--- src/rtl/mod_147_10_hb_ctrl.sv ---
// Point-to-point heartbeat controller with internal timers,
// bounded master collision retry and follower loss watchdog.
module mod_147_10_hb_ctrl #(
   parameter int unsigned HB_PERIOD   = 64,
   parameter int unsigned HB_SEND     = 8,
   parameter int unsigned MAX_COLL    = 4,
   parameter int unsigned MISS_CYCLES = 256,
   parameter int unsigned MISS_LIMIT  = 3,
   parameter int unsigned CNT_W       = 16
) (
   input  logic       clk,
   input  logic       reset,
   input  logic       pcs_reset,
   input  logic       mr_autoneg_enable,
   input  logic       an_link_good,
   input  logic       multidrop,
   input  logic [1:0] rx_cmd,
   input  logic [1:0] tx_cmd,
   input  logic       master,
   input  logic       CRS,
   input  logic       COL,
   input  logic       RX_DV,
   output logic [1:0] hb_cmd,
   output logic [3:0] hb_state,
   output logic [3:0] coll_cnt,
   output logic       coll_abort,
   output logic       hb_lost
);

   typedef enum logic [3:0] {
      INIT       = 4'd0,
      WAIT_TMR   = 4'd1,
      DISABLE_HB = 4'd2,
      TX_HB      = 4'd3,
      COLLIDE    = 4'd4,
      COOLDOWN   = 4'd5,
      WAIT_HB    = 4'd6,
      WAIT_TX    = 4'd7,
      WAIT_RX    = 4'd8,
      REPLY_HB   = 4'd9
   } state_t;

   localparam logic [1:0] CMD_BEACON = 2'b00;
   localparam logic [1:0] CMD_HB     = 2'b10;
   localparam logic [1:0] CMD_NONE   = 2'b11;

   localparam logic [CNT_W-1:0] LD_PERIOD = CNT_W'(HB_PERIOD - 1);
   localparam logic [CNT_W-1:0] LD_SEND   = CNT_W'(HB_SEND - 1);
   localparam logic [CNT_W-1:0] LD_MISS   = CNT_W'(MISS_CYCLES - 1);
   localparam logic [CNT_W-1:0] ONE       = CNT_W'(1);
   localparam logic [3:0]       MAX_C     = 4'(MAX_COLL);
   localparam logic [3:0]       LIM       = 4'(MISS_LIMIT);

   state_t           state, state_n;
   logic [CNT_W-1:0] timer, timer_n;
   logic [CNT_W-1:0] wd, wd_n;
   logic [3:0]       coll_n;
   logic [3:0]       miss_cnt, miss_n;
   logic             abort_n;
   logic             lost_n;
   logic             en;
   logic             beacon;
   logic             done;

   assign en     = !pcs_reset && mr_autoneg_enable
                   && an_link_good && !multidrop;
   assign beacon = (rx_cmd == CMD_BEACON) || (tx_cmd == CMD_BEACON);
   assign done   = (timer == '0);

   always_comb begin
      state_n = state;
      coll_n  = coll_cnt;
      miss_n  = miss_cnt;
      lost_n  = hb_lost;
      abort_n = 1'b0;
      if (!en) begin
         state_n = INIT;
         coll_n  = '0;
         miss_n  = '0;
         lost_n  = 1'b0;
      end else if (beacon) begin
         state_n = DISABLE_HB;
      end else begin
         unique case (state)
            INIT: state_n = master ? WAIT_TMR : WAIT_HB;
            WAIT_TMR: begin
               if (done && !CRS) state_n = TX_HB;
            end
            TX_HB: begin
               if (COL) begin
                  state_n = COLLIDE;
                  coll_n  = coll_cnt + 4'd1;
               end else if (done) begin
                  state_n = WAIT_TMR;
                  coll_n  = '0;
               end
            end
            COLLIDE: begin
               if (!CRS) begin
                  if (coll_cnt < MAX_C) begin
                     state_n = COOLDOWN;
                  end else begin
                     state_n = WAIT_TMR;
                     abort_n = 1'b1;
                     coll_n  = '0;
                  end
               end
            end
            COOLDOWN: begin
               if (done) state_n = TX_HB;
            end
            WAIT_HB: begin
               if (rx_cmd == CMD_HB || RX_DV) begin
                  state_n = WAIT_RX;
                  miss_n  = '0;
                  lost_n  = 1'b0;
               end else if (wd == '0) begin
                  if (miss_cnt != LIM) miss_n = miss_cnt + 4'd1;
                  lost_n = hb_lost || (miss_n == LIM);
               end
            end
            WAIT_RX: begin
               if (!CRS) state_n = WAIT_TX;
            end
            WAIT_TX: begin
               if (done) state_n = REPLY_HB;
            end
            REPLY_HB: begin
               if (done) state_n = WAIT_HB;
            end
            DISABLE_HB: state_n = DISABLE_HB;
            default: state_n = INIT;
         endcase
      end
   end

   // Shared dwell timer; reloaded whenever a new state is entered.
   always_comb begin
      timer_n = timer;
      if (state != WAIT_HB && timer != '0) timer_n = timer - ONE;
      if (state_n != state) begin
         unique case (state_n)
            WAIT_TMR: timer_n = LD_PERIOD;
            TX_HB, COOLDOWN, WAIT_TX, REPLY_HB: timer_n = LD_SEND;
            default: timer_n = timer_n;
         endcase
      end
   end

   // Watchdog window only advances while waiting for a heartbeat.
   always_comb begin
      wd_n = wd;
      if (state == WAIT_HB) wd_n = (wd == '0) ? LD_MISS : wd - ONE;
      if (state_n == WAIT_HB && state != WAIT_HB) wd_n = LD_MISS;
   end

   always_ff @(posedge clk or posedge reset) begin
      if (reset) begin
         state      <= INIT;
         timer      <= '0;
         wd         <= '0;
         coll_cnt   <= '0;
         miss_cnt   <= '0;
         coll_abort <= 1'b0;
         hb_lost    <= 1'b0;
      end else begin
         state      <= state_n;
         timer      <= timer_n;
         wd         <= wd_n;
         coll_cnt   <= coll_n;
         miss_cnt   <= miss_n;
         coll_abort <= abort_n;
         hb_lost    <= lost_n;
      end
   end

   assign hb_state = state;
   assign hb_cmd   = (state == TX_HB || state == REPLY_HB) ? CMD_HB : CMD_NONE;

endmodule

--- config.mk ---
export PLATFORM = sky130hd
export DESIGN_NAME = mod_147_10_hb_ctrl
export DESIGN_NICKNAME = d
export VERILOG_FILES = /design/src/rtl/mod_147_10_hb_ctrl.sv
export SDC_FILE = /design/constraint.sdc
export NUM_CORES = 1
export LEC_CHECK = 0
export CORE_ASPECT_RATIO = 1.5
export CORE_MARGIN = 3
export CORE_UTILIZATION = 32
export CTS_CLUSTER_SIZE = 30
export DETAILED_ROUTE_END_ITERATION = 10
export PLACE_DENSITY = 0.5
export REMOVE_ABC_BUFFERS = 1
export SLEW_MARGIN = 25
export SYNTH_ARGS = -nofsm -noshare
export SYNTH_HDL_FRONTEND = slang
export SYNTH_SLANG_ARGS = --single-unit
--- constraint.sdc ---
create_clock -name clk -period 2.5 [get_ports clk]
set_input_delay 0.5 -clock clk [delete_from_list [all_inputs] [get_ports clk]]
set_output_delay 0.5 -clock clk [all_outputs]
set_load 0.005 [all_outputs]
==> flow_summary.ini <==
[power_and_ir_drop]
power.leakage_nw = 1.55
powerDensity_nw_per_um2 = 554
ir_drop_v = 0.000250
p_total_mw = 2.18

[detailed_routing]
routed_wl_um = 7640
drtAntennaViolNets = 0
drc = 0
vias_per_cell = 5.29
wl_per_cell_um = 15.1
drtPass1Iterations = 4
drtIter0Drc = 147
route.vias.total = 2676

[clock_tree]
cts_tree = done
cts_buffer_depth = 2
htree_levels = 2
cts_root_buffer = clkbuf_16
cts_made_buffers = 5
cts.clk_slew.worst_paths_ps = 60
cts_num_sinks = 46
hold_buffers = 0
clock_latency_ps = 290

[floorplan]
start_util = 0.331
core.rowCount = 42
die-area_sq_um = 10400
die_height_um = 123
core_sq_um = 8880
die_w_um = 84.3
io_pins = 26

[placement]
port_buffers = 24
dpl-instance-area_sq_um = 3570
finalWeightedCongestion = 0.814
dp_cells = 490
preCtsSetupSlack_ps = -417
dp_hpwl_um = 5470

[sta]
setup_slack_ps = 77.3
fin_crit_ps = 2420
tightest_slew_ps = 554
max_slew_margin = 0.630
fin_crit_sh = 0.969
hold_slack_ps = 512
fin_setup_tns_ps = 0
setup_viol = 0
max_freq_mhz = 413
finalClockSkew_ps = 2.08
final-hold-violation-count = 0
slew_viol_final = 0

[setup_path]
critPathSlowestCell = or4_4
slowest_delay_ps = 560
crit_arrival_ps = 2600
cp_cell_sequence = or4_4 -> and4bb_4 -> and4_1 -> nor3_2 -> o21ai_2 -> a31oi_4 -> buf_12 -> a211o_1
worst_ep_required_time_ps = 2670
cp-start-kind = flop
cp-end-kind = flop
cp_max_fo = 8
r2r_slack_ps = 80
critPathKind = flop to flop
crit_family = simple AND/OR/NAND/NOR gates
crit_buf_inv = 1

[global_route]
grt_pass1_vias = 2662
grt.total_usage = 0.148
antenna_found_initial = 0
grt-ovfl-total = 0
grt_max_degree = 28
grt_pass1_wl_um = 12400

[status]
status = finished clean

[cells_and_area]
antenna_cells = 0
syn2layout_area_growth_pct = 33.9
n_fill_cell = 844
drive_gt1_frac = 0.268
layout.nets = 416
utilization = 0.444
final_cells = 506
design_area_sq_um = 3940

[synth]
syn_avg_cell_area_sq_um = 9.08
synth_area_leaders = dfrtp_1, nor2_1, o21ai_0
synth_warnings = 0
synth_cells = 324
synth_mux_area_frac = 0.0174
yosys.area_share.simple = 0.288
synth-edff-count = 0
netlist-cell-type-count = 67
synth_xor_area_frac = 0.0417
yosys.area.top_type = dfrtp_1
ys_seq_area_frac = 0.391
synth_most_common_cell = dfrtp_1
synthAdderAreaFrac = 0.0255
synth_top_area_frac = 0.391
async_reset_ff_frac = 1.00
synth_common_cells = dfrtp_1, nor2_1, o21ai_0, a21oi_1, nand2_1
synth-main-ff-cell = dfrtp_1
ys_ff_latch = 46
syn_area_sq_um = 2940
synth_top_family_by_area = simple AND/OR/NAND/NOR gates
synth-compound-area-share = 0.194

[hold_path]
hold_path.class = flop to flop

[flow_run]
drv_cap = 0
==> metal layers <==
metal  up-vias  routed length, um  GRT usage
li1       1322                  -          -
met1      1293               3130      0.164
met5         -                  0          0
met4         0                153     0.0584
met2        50               4100      0.281
met3        11                249     0.0253
==> repair_timing <==
action                                  4_1_cts  5_1_grt
endpoints found under the setup margin       23       34
cloned                                        0        1
setup buffers                                 5        3
resized for setup                             6       26
pin swaps                                     2       13
==> worst paths after layout <==
path                           from           to  cells after the start
max reg2reg                timer[7]     timer[1]                      8
max                        timer[7]     timer[1]                      8
min reg2reg                  wd[15]       wd[15]                      1
min                          wd[15]       wd[15]                      1
max in group asynchronous     reset  miss_cnt[2]                      3
min in group asynchronous     reset     timer[9]                      2
==> logic make-up (layout without fill, tap and decap cells) <==
family | count (synthesis) | after routing
and+or+nand+nor | 148 | 149
buffers and inverters | 23 | 94
AOI/OAI and AO/OA | 81 | 81
xor gates and xnor gates | 14 | 14
other | 1 | 1
muxes | 5 | 5
DFF | 46 | 46
adders and majority gates | 6 | 6
==> layout by cell type (no fill, tap or decap), types with 5 or more instances in the layout <==
| cell | instances |
|---|---|
| inv_1 | 9 |
| nand2b_1 | 6 |
| nor3_1 | 10 |
| or3_1 | 6 |
| o21ai_1 | 9 |
| buf_4 | 45 |
| nor2_2 | 11 |
| ha_1 | 6 |
| nand2_1 | 14 |
| a21oi_1 | 14 |
| o21ai_0 | 18 |
| nand3_1 | 12 |
| nor2b_1 | 6 |
| xnor2_1 | 8 |
| nor2_1 | 38 |
| xor2_1 | 6 |
| clkbuf_16 | 5 |
| clkdlybuf4s50_1 | 20 |
| dfrtp_1 | 46 |
==> sequential cells by signal, indices dropped and copies added (netlist names) <==
register	flops
hb_lost	1
miss_cnt	4
hb_state	4
coll_cnt	4
coll_abort	1
timer	16
wd	16
==> where the power goes <==
group | internal [mW] | switching (mW) | total, mW
Clock | 0.361 | 0.276 | 0.638
Sequential | 0.864 | 0.109 | 0.973
Combinational | 0.310 | 0.264 | 0.574
Total | 1.54 | 0.649 | 2.18
==> cell type report <==
| cell class | count | area [sq um] | area share |
|---|---|---|---|
| flip-flops and latches | 46 | 1150 | 0.292 |
| repair buffers | 77 | 698 | 0.177 |
| inverters | 10 | 37.5 | 0.00953 |
| well taps | 110 | 138 | 0.0349 |
| clock inverters | 2 | 10.0 | 0.00254 |
| multi-input cells | 256 | 1780 | 0.452 |
| clock buffers | 5 | 125 | 0.0318 |
Note: power is estimated with default switching activity, not from simulation.
